--- config.mk ---
export PLATFORM = sky130hd
export DESIGN_NAME = instr_encoder
export DESIGN_NICKNAME = d
export VERILOG_FILES = /design/src/rtl/instr_encoder.sv
export SDC_FILE = /design/constraint.sdc
export NUM_CORES = 1
export LEC_CHECK = 0
export CAP_MARGIN = 40
export CORE_MARGIN = 5
export CORE_UTILIZATION = 35
export DETAILED_ROUTE_END_ITERATION = 16
export PLACE_DENSITY = 0.58
export SYNTH_ARGS = -nofsm -noshare
export SYNTH_HDL_FRONTEND = slang
export SYNTH_SLANG_ARGS = --single-unit
--- constraint.sdc ---
create_clock -name clk_i -period 2.2 [get_ports clk_i]
set_clock_uncertainty 0.05 [all_clocks]
set_input_delay 0.33 -clock clk_i [delete_from_list [all_inputs] [get_ports clk_i]]
set_output_delay 0.33 -clock clk_i [all_outputs]
set_load 0.01 [all_outputs]
--- src/rtl/instr_encoder.sv ---
// RV32I field-bundle encoder with an output buffer; ENC_RANGE_CHECK_EN adds immediate range checking.
// Latency: an accepted bundle appears at the head one cycle later when the buffer is empty, otherwise in FIFO order.
// Backpressure: ready_o drops when the buffer is full and depends only on registered occupancy, never on ready_i.
module instr_encoder #(
    parameter int FIFO_DEPTH = 4
) (
    input  logic                          clk_i,
    input  logic                          rst_ni,
    input  logic                          flush_i,
    input  logic                          valid_i,
    output logic                          ready_o,
    input  logic [6:0]                    opcode_i,
    input  logic [2:0]                    funct3_i,
    input  logic [6:0]                    funct7_i,
    input  logic [4:0]                    rd_addr_i,
    input  logic [4:0]                    rs1_addr_i,
    input  logic [4:0]                    rs2_addr_i,
    input  logic [31:0]                   imm_i,
    output logic                          valid_o,
    input  logic                          ready_i,
    output logic [31:0]                   instr_o,
    output logic                          illegal_o,
    output logic [$clog2(FIFO_DEPTH):0]   count_o
);
    localparam int PW = $clog2(FIFO_DEPTH);
    localparam int CW = PW + 1;

    typedef struct packed {
        logic        illegal;
        logic [31:0] instr;
    } entry_t;

    entry_t          mem [FIFO_DEPTH];
    entry_t          enc;
    logic [PW-1:0]   wr_ptr;
    logic [PW-1:0]   rd_ptr;
    logic [CW-1:0]   count;
    logic            push;
    logic            pop;

    logic [31:0] imm;
    logic        rng_is, rng_b, rng_j, rng_u;
    assign imm = imm_i;

`ifdef ENC_RANGE_CHECK_EN
    logic signed [31:0] imm_s;
    assign imm_s  = $signed(imm_i);
    assign rng_is = (imm_s < -32'sd2048) || (imm_s > 32'sd2047);
    assign rng_b  = (imm_s < -32'sd4096) || (imm_s > 32'sd4094) || imm_i[0];
    assign rng_j  = (imm_s < -32'sd1048576) || (imm_s > 32'sd1048574) || imm_i[0];
    assign rng_u  = (imm_i[11:0] != 12'd0);
`else
    assign rng_is = 1'b0;
    assign rng_b  = 1'b0;
    assign rng_j  = 1'b0;
    assign rng_u  = 1'b0;
`endif

    always_comb begin
        enc.illegal = 1'b0;
        enc.instr   = 32'h0000_0013;
        case (opcode_i)
            7'b0110011: enc.instr = {funct7_i, rs2_addr_i, rs1_addr_i, funct3_i, rd_addr_i, opcode_i};
            7'b0010011, 7'b0000011, 7'b1100111, 7'b1110011: begin
                enc.instr   = {imm[11:0], rs1_addr_i, funct3_i, rd_addr_i, opcode_i};
                enc.illegal = rng_is;
            end
            7'b0100011: begin
                enc.instr   = {imm[11:5], rs2_addr_i, rs1_addr_i, funct3_i, imm[4:0], opcode_i};
                enc.illegal = rng_is;
            end
            7'b1100011: begin
                enc.instr   = {imm[12], imm[10:5], rs2_addr_i, rs1_addr_i, funct3_i,
                               imm[4:1], imm[11], opcode_i};
                enc.illegal = rng_b;
            end
            7'b0110111, 7'b0010111: begin
                enc.instr   = {imm[31:12], rd_addr_i, opcode_i};
                enc.illegal = rng_u;
            end
            7'b1101111: begin
                enc.instr   = {imm[20], imm[10:1], imm[11], imm[19:12], rd_addr_i, opcode_i};
                enc.illegal = rng_j;
            end
            default: enc.illegal = 1'b1;
        endcase
    end

    assign ready_o = (count < CW'(FIFO_DEPTH));
    assign valid_o = (count != '0);
    assign push    = valid_i && ready_o;
    assign pop     = valid_o && ready_i;
    assign count_o = count;

    // Gating on valid_o keeps the head outputs at zero during and after reset/flush.
    assign instr_o   = valid_o ? mem[rd_ptr].instr   : 32'd0;
    assign illegal_o = valid_o ? mem[rd_ptr].illegal : 1'b0;

    always_ff @(posedge clk_i) begin
        if (push && !flush_i) begin
            mem[wr_ptr] <= enc;
        end
    end

    always_ff @(posedge clk_i or negedge rst_ni) begin
        if (!rst_ni) begin
            wr_ptr <= '0;
            rd_ptr <= '0;
            count  <= '0;
        end else if (flush_i) begin
            wr_ptr <= '0;
            rd_ptr <= '0;
            count  <= '0;
        end else begin
            if (push) wr_ptr <= wr_ptr + PW'(1);
            if (pop)  rd_ptr <= rd_ptr + PW'(1);
            if (push && !pop)      count <= count + CW'(1);
            else if (pop && !push) count <= count - CW'(1);
        end
    end
endmodule

# == Word level (Yosys, flattened, before mapping) ==
# Memories as Yosys holds them, arrays and structs flattened.
# Index checks and enable logic that the tools add are counted.
# op_classes
mux,13
n_addsub,4
order_cmp,1
eq_ne,10
reduce_logical,15
# ops
operator,n
case mux 32 bit (6 select lines),1
2-to-1 mux 32 bit,1
== test 7 bit (second input constant),4
== test 7 x 6 -> 1 bit (second input constant),3
== test 7 x 5 -> 1 bit (second input constant),2
OR reduction 10 bit,1
2-to-1 mux 3 bit,3
2-to-1 mux 2 bit,4
== test 7 x 2 -> 1 bit (second input constant),1
nonzero test 3 bit,2
logical AND 1 bit,5
adder 2 x 1 -> 2 bit (second input constant),2
2-to-1 mux 1 bit,4
nonzero test 2 bit,2
OR reduction 4 bit,1
adder 3 x 1 -> 3 bit (second input constant),1
zero test 1 bit,3
less-than comparator 3 bit (second input constant),1
subtractor 3 x 1 -> 3 bit (second input constant),1
OR reduction 2 bit,1
# totals
output_inout_bits,38
in_bits,69
ram_bits,132
memories,1
regBits,7
# mem_list
memory,words,word_bits,read_ports,rd_clocked_by_memory_dff,wr,line,text
mem,4,33,1,0,1,33,entry_t mem [FIFO_DEPTH];

# == Logic depth before layout (Yosys ltp) ==
# Gate-level depths: netlist (run 1).
# depth
word_depth,7
depth_mapped,7
mapped_depth_nobuf,6

# == Worst setup path before layout (run 1) ==
# Ideal clock, no wire load.
# synth_timing
path_kind,flip-flop to flip-flop
start,"register count[2], in the netlist count_o[2]"
end,memory mem[0][0] (netlist bit) (enable)
synth_period_minus_slack_ns,2.102
arrival_ns,1.659
path_slack_ns,0.098
n_path_buf,0
path_stages_with_launch,5
setup_ns,0.393
path_cell_list,dfrtp_1 inv_1 nand2_1 nor2_1 and2_1
# synth_via
elab_chain_len,5
# synth_lines
element,line,text
"start, declared",37,logic [CW-1:0] count;
"start signal, assigned",117,if (push && !pop) count <= count + CW'(1);
"start signal, assigned",118,else if (pop && !push) count <= count - CW'(1);
less-than comparator 3 bit,89,assign ready_o = (count < CW'(FIFO_DEPTH));
named net ready_o,11,"output logic ready_o,"
logical AND 1 bit,91,assign push = valid_i && ready_o;
logical AND 1 bit,100,if (push && !flush_i) begin
2-to-1 mux 1 bit,100,
2-to-1 mux 1 bit (not written as such),101,mem[wr_ptr] <= enc;
"end, declared",33,
# The timed path passes the listed nets, and every way through them passes these cells.

# == Final worst setup path (run 1) ==
# layout_timing
start,register rd_ptr[0]
end,output instr_o[21]
# layout_via
elab_chain_len,2
# layout_lines
element,line,text
"start, declared",36,logic [PW-1:0] rd_ptr;
"start signal, assigned",116,if (pop) rd_ptr <= rd_ptr + PW'(1);
memory (4 x 33 bit),--,
2-to-1 mux 32 bit,96,assign instr_o = valid_o ? mem[rd_ptr].instr : 32'd0;
"end, declared",21,"output logic [31:0] instr_o,"
# No other way between the ends.

==> flow_metrics.py, run 1 <==
metrics = {
    "outcome": {
        "outcome": "complete, but fails checks",
        "violations": "setup timing",
    },
    "global_routing": {
        "grt_pass1_vias": 4076,
        "grt_pass1_wl_um": 23000,
        "track_usage": 0.150,
        "grt_max_degree": 38,
        "antenna_found_initial": 0,
        "grt_overflow": 0,
    },
    "yosys": {
        "synth_top_family_by_area": "multiplexers",
        "yosysTopAreaCell": "edfxtp_1",
        "synthDistinctLibCells": 50,
        "syn_inst": 371,
        "yosys_warnings": 0,
        "synth-simple-area-share": 0.0987,
        "ys_ff_latch": 139,
        "synth_adder_area_share": 0.0111,
        "synth_flop_cell": "edfxtp_1",
        "synth-compound-area-share": 0.0740,
        "ys_seq_area_frac": 0.658,
        "postSynthAreaPerCell_um2": 17.0,
        "synth.top_cell.area_share": 0.630,
        "syn_area_um2": 6290,
        "ys_async_sr_fraction": 0.0504,
        "synthMuxAreaShare": 0.122,
        "synthXorXnorAreaFrac": 0.00696,
        "synth-edff-count": 132,
        "synthTopCellsByArea": "edfxtp_1 63%, mux4_2 12%, and2_1 5.0%, dfrtp_1 2.8%, a22o_1 1.9%",
    },
    "cts": {
        "clkSlewWorstSetupHoldPaths_ns": 0.06,
        "clk_latency_ns": 0.41,
        "cts.sinks": 139,
        "clk_path_buf_depth": 2,
        "cts_root_buf": "clkbuf_16",
        "htree_levels": 4,
        "cts_buffers": 17,
        "cts_tree": "yes",
        "cts_hold_buf": 0,
    },
    "placed_design": {
        "gp_congestion": 0.797,
        "placed_cells": 742,
        "port_buffers": 106,
        "dp_hpwl_um": 10200,
        "placed_cell_area_um2": 8000,
    },
    "critical_path": {
        "reg2reg_to": "count_o[1]",
        "cp.arrival_ns": 1.90,
        "start_kind": "flop",
        "end_kind": "output port",
        "cp_slowest_cell": "mux4_2",
        "crit_chain": "buf_12 > buf_12 > mux4_2 > and2_4 > buf_6",
        "r2r_slack_ns": 0.33,
        "r2r-start": "count_o[1]",
        "cpMostUsedCell": "buf_12",
        "crit_type": "reg -> out",
        "required_ns": 1.82,
        "critPathMaxFanout": 5,
        "cpPeakStageDelay_ns": 0.54,
        "reg2regPathDepth": 6,
    },
    "final_layout": {
        "final_area_um2": 8730,
        "antenna_cells": 0,
        "stdcell_count": 780,
        "final_layout_size_suffix_gt1_frac": 0.372,
        "fin_nets": 612,
        "layout.cells.most_common": "edfxtp_1",
        "syn2layout_area_growth_pct": 38.8,
        "utilization": 0.489,
        "mostFrequentLayoutCells": "132 x edfxtp_1, 72 x clkdlybuf4s50_1, 40 x buf_4, 33 x mux4_2, 30 x buf_6",
        "fillers": 1507,
    },
    "power_and_ir_drop": {
        "max-vdd-ir-drop_mv": 0.500,
        "p_leak_nw": 3.08,
        "total_power_w": 0.00780,
        "cellPowerDensity_nw_per_um2": 894,
    },
    "floorplanning": {
        "coreArea_um2": 17800,
        "fp.dieH_um": 144,
        "die_width_um": 144,
        "row_count": 49,
        "initial_core_util": 0.352,
        "die_area_um2": 20700,
        "ios": 107,
    },
    "timing": {
        "report.final.slew_viol_count": 0,
        "finalSetupViolCount": 31,
        "finalHoldViolCount": 0,
        "min_period_ns": 2.28,
        "finalWorstSetupSlack_ns": -0.0832,
        "final.period_utilization": 1.04,
        "fmax_mhz": 438,
        "rsz0062_at_grt": "true",
    },
    "route": {
        "avgRoutedWirePerCell_um": 18.9,
        "initialDrtViolationCount": 319,
        "final_antenna_net_count": 0,
        "viasPerCell": 4.97,
        "wl_um": 14800,
        "firstDrtPassIters": 4,
        "num_vias": 3875,
        "drc_errors": 0,
    },
    "run": {
        "drv_cap": 0,
    },
    "min_path": {
        "min_path_type": "in -> async",
    },
}
==> power breakdown <==
group	switching [W]	internal (W)	total (W)
clock network	0.00105	0.00143	0.00248
logic	0.000938	0.00134	0.00228
registers	0.0000377	0.00300	0.00304
total	0.00203	0.00577	0.00780
==> layer usage <==
layer / global-route usage / wire length, um / vias up
met3: 0.0364 / 862 / 12
met5: 0 / 0 / -
met1: 0.200 / 6660 / 1922
met2: 0.243 / 7090 / 142
met4: 0.0451 / 144 / 0
li1: - / - / 1799
==> worst max path at each step <==
stage | startpoint | end | slack, ns | depth (start not counted)
after global placement | opcode_i[5] | mem[0][20] | -0.05 | 5
after floorplan | count_o[2] | mem[0][0] | 0.1 | 4
after detailed placement | opcode_i[5] | mem[2][20] | -0.08 | 5
final | rd_ptr[0] | instr_o[21] | -0.08 | 5
after CTS | rd_ptr[0] | instr_o[21] | -0.12 | 5
after global routing | rd_ptr[0] | instr_o[21] | -0.15 | 5
==> metrics by stage <==
stage | hold WS (ns) | setup WS, ns | TNS (ns)
floorplan | -0.0156 | 0.0982 | 0
global placement | 0.516 | -0.0525 | -1.68
detailed placement | 0.526 | -0.0808 | -3.86
CTS | 0.131 | -0.123 | -2.39
global route | 0.141 | -0.148 | -3.43
finish | 0.133 | -0.0832 | -1.30
==> timing repair <==
item | in CTS | in global routing
setup endpoints to repair | 34 | 34
resized for setup | 189 | 16
pin swaps | 14 | 0
cloned | 2 | 0
buffers inserted | 4 | 1
==> cell type report <==
cell class / count / area (um2) / share of cell area
clock buffers: 17 / 425 / 0.0488
inverters: 7 / 26.3 / 0.00301
multi-input cells: 211 / 2070 / 0.237
clock inverters: 15 / 101 / 0.0116
repair buffers: 162 / 1670 / 0.192
well taps: 229 / 287 / 0.0328
flip-flops and latches: 139 / 4140 / 0.475
==> registers in the layout, summed over array words and instances (netlist names) <==
name / count
rd_ptr: 2
count_o: 3
mem: 132
wr_ptr: 2
==> synth_stat cells, types with 2 or more instances <==
cell type and number:
nor2_4 2, a31oi_1 4, o21ai_0 5, a221o_1 11, a21oi_1 11, xnor2_1 2
and2_1 50, o2bb2ai_1 2, dfrtp_1 7, inv_1 7, nand2_1 12, nand3_2 2
buf_6 8, mux4_2 33, a2bb2oi_1 2, nor2_1 12, nand3_1 6, a21oi_2 2
ha_1 4, clkbuf_1 5, buf_4 2, mux2_2 2, xor2_1 3, buf_2 6
a22o_1 14, nand4_1 2, edfxtp_1 132
==> cells by family (layout without fill, tap and decap cells) <==
family                     count (synthesis)  count (layout)
DFF                                      139             139
and+or+nand+nor                          100             100
AOI/OAI and AO/OA                         58              58
muxes                                     35              35
buffers and inverters                     28             201
adders and majority gates                  5               5
xor gates and xnor gates                   5               5
other                                      1               8
==> critical path, delay by kind of cell (launching register included) <==
family / cells / cell delay [ns]
buffers and inverters: 3 / 0.37
AND/OR/NAND/NOR: 1 / 0.16
flip-flops: 1 / 0.41
multiplexers: 1 / 0.54
(Power assumes the default switching activity.)
==> run 2: changes to the inputs <==
--- a/config.mk
+++ b/config.mk
@@ -10,6 +10,7 @@
 export CORE_UTILIZATION = 35
 export DETAILED_ROUTE_END_ITERATION = 16
 export PLACE_DENSITY = 0.58
+export SETUP_SLACK_MARGIN = 0.5
 export SYNTH_ARGS = -nofsm -noshare
 export SYNTH_HDL_FRONTEND = slang
 export SYNTH_SLANG_ARGS = --single-unit
==> run 2 against run 1 <==
  * The run still ends with setup timing left
  * Combinational power rose by 25%
  * Routed wire length grew 6.9%
  * Clock power increased by 17%
  * Total power increased by 13%
  * Final area up 7.2%
  * Sequential share of layout area down 3.2 points
  * Utilization rose by 3.5 points
  * Global-route usage grew 0.98 points
  * Non-clock buffer count rose by 19
  * Via count is 1.8% higher
  * Worst setup slack got worse by 0.071 ns
  * Largest power group unchanged
==> flow_metrics.py, run 2 (synthesis gave the netlist of run 1 again) <==
metrics = {
    "placed_design": {
        "gp_congestion": 0.866,
        "dp_hpwl_um": 10100,
        "port_buffers": 106,
        "placed_cells": 740,
    },
    "final_layout": {
        "regArea_um2": 4140,
        "layout.cells.most_common": "edfxtp_1",
        "antenna_cells": 0,
        "syn2layout_area_growth_pct": 48.7,
        "final_layout_size_suffix_gt1_frac": 0.421,
        "mostFrequentLayoutCells": "132 x edfxtp_1, 61 x clkdlybuf4s50_1, 44 x buf_6, 36 x and2_4, 34 x buf_4",
        "multi_input_area_um2": 2170,
        "fin_nets": 631,
        "regMostFlops": "mem",
        "stdcell_count": 799,
        "largest_reg_flops": 132,
        "fillers": 1451,
    },
    "floorplanning": {
        "die_area_um2": 20700,
        "row_count": 49,
        "initial_core_util": 0.352,
        "fp.dieH_um": 144,
        "coreArea_um2": 17800,
        "ios": 107,
        "die_width_um": 144,
    },
    "timing": {
        "fmax_mhz": 425,
        "final.period_utilization": 1.07,
        "finalWorstSetupSlack_ns": -0.154,
        "finalSetupViolCount": 33,
        "hold_ws_ns": 0.150,
        "finalHoldViolCount": 0,
        "setup-tns-final_ns": -3.49,
        "rsz0062_at_grt": "true",
        "report.final.slew_viol_count": 0,
        "min_period_ns": 2.35,
    },
    "route": {
        "viasPerCell": 4.94,
        "drc_errors": 0,
        "firstDrtPassIters": 4,
        "final_antenna_net_count": 0,
        "avgRoutedWirePerCell_um": 19.7,
        "wl_um": 15800,
        "num_vias": 3945,
        "initialDrtViolationCount": 195,
    },
    "power_and_ir_drop": {
        "max-vdd-ir-drop_mv": 0.581,
        "p_leak_nw": 3.37,
        "cellPowerDensity_nw_per_um2": 942,
    },
    "critical_path": {
        "crit_type": "reg -> out",
        "required_ns": 1.82,
        "cp.arrival_ns": 1.97,
        "critPathMaxFanout": 4,
        "end_kind": "output port",
        "start_kind": "flop",
    },
    "cts": {
        "clk_path_buf_depth": 2,
        "clk_latency_ns": 0.41,
        "cts_root_buf": "clkbuf_16",
        "cts_tree": "yes",
        "clkSlewWorstSetupHoldPaths_ns": 0.06,
        "cts_buffers": 17,
        "htree_levels": 4,
        "cts.sinks": 139,
        "cts_hold_buf": 0,
    },
    "global_routing": {
        "grt_pass1_wl_um": 24000,
        "track_usage": 0.159,
        "grt_overflow": 0,
        "grt_max_degree": 19,
        "antenna_found_initial": 0,
        "grt_pass1_vias": 4248,
    },
    "outcome": {
        "violations": "setup timing",
        "outcome": "complete, but fails checks",
    },
    "run": {
        "drv_cap": 0,
    },
    "min_path": {
        "min_path_type": "in -> async",
    },
}
==> run 2: where the power goes <==
group	total (W)	switching, W	internal (W)
logic	0.00286	0.00107	0.00179
clock network	0.00290	0.00101	0.00189
registers	0.00305	0.0000462	0.00300
==> run 2: layout make-up <==
| type | count | share of cell area |
|---|---|---|
| flip-flops and latches | 139 | 0.443 |
| well taps | 229 | 0.0306 |
| clock inverters | 12 | 0.0183 |
| multi-input cells | 211 | 0.232 |
| clock buffers | 20 | 0.0467 |
| inverters | 7 | 0.00281 |
| repair buffers | 181 | 0.226 |
==> run 2: metal layers <==
metal | wire length (um) | share of wire | global-route usage
met5 | 0 | 0 | 0
met4 | 164 | 0.010 | 0.0431
met3 | 846 | 0.054 | 0.0394
met2 | 7930 | 0.50 | 0.266
met1 | 6830 | 0.43 | 0.209
==> run 2: path summary, 6_finish.rpt <==
check                             from         end  slack, ns  cells after the start
min reg2reg                  wr_ptr[0]   wr_ptr[0]       0.54                      2
max                          rd_ptr[0]  instr_o[4]      -0.15                      6
max in group asynchronous       rst_ni   rd_ptr[0]       1.66                      1
min in group clk_i         opcode_i[1]  mem[1][32]       0.51                      2
min                             rst_ni  count_o[0]       0.15                      1
max reg2reg                 count_o[2]  count_o[1]       0.38                      6
==> run 2: through the flow <==
stage	setup slack [ns]	total power [W]	utilization	instance area, um2
2_1_floorplan	0.459	0.00432	-	6430
4_1_cts	-0.168	0.00884	0.519	9260
3_5_place_dp	-0.121	0.00525	0.456	8130
6_report	-0.154	0.00881	0.524	9350
5_1_grt	-0.220	0.00920	0.524	9350
3_3_place_gp	-0.0723	0.00524	0.456	8130
==> run 2: critical path, cell delays in order (launching register included) <==
cell and delay, ns:
dfrtp_2 0.42, buf_8 0.15, buf_12 0.11, buf_16 0.11, mux4_2 0.48, and2_4 0.16
buf_6 0.12
==> run 2: timing repair <==
action | 4_1_cts | 5_1_grt
buffers inserted | 15 | 2
pin swaps | 40 | 8
endpoints found under the hold margin | 0 | 0
gates cloned | 9 | 1
gates resized for setup | 213 | 15
endpoints found under the setup margin | 147 | 248
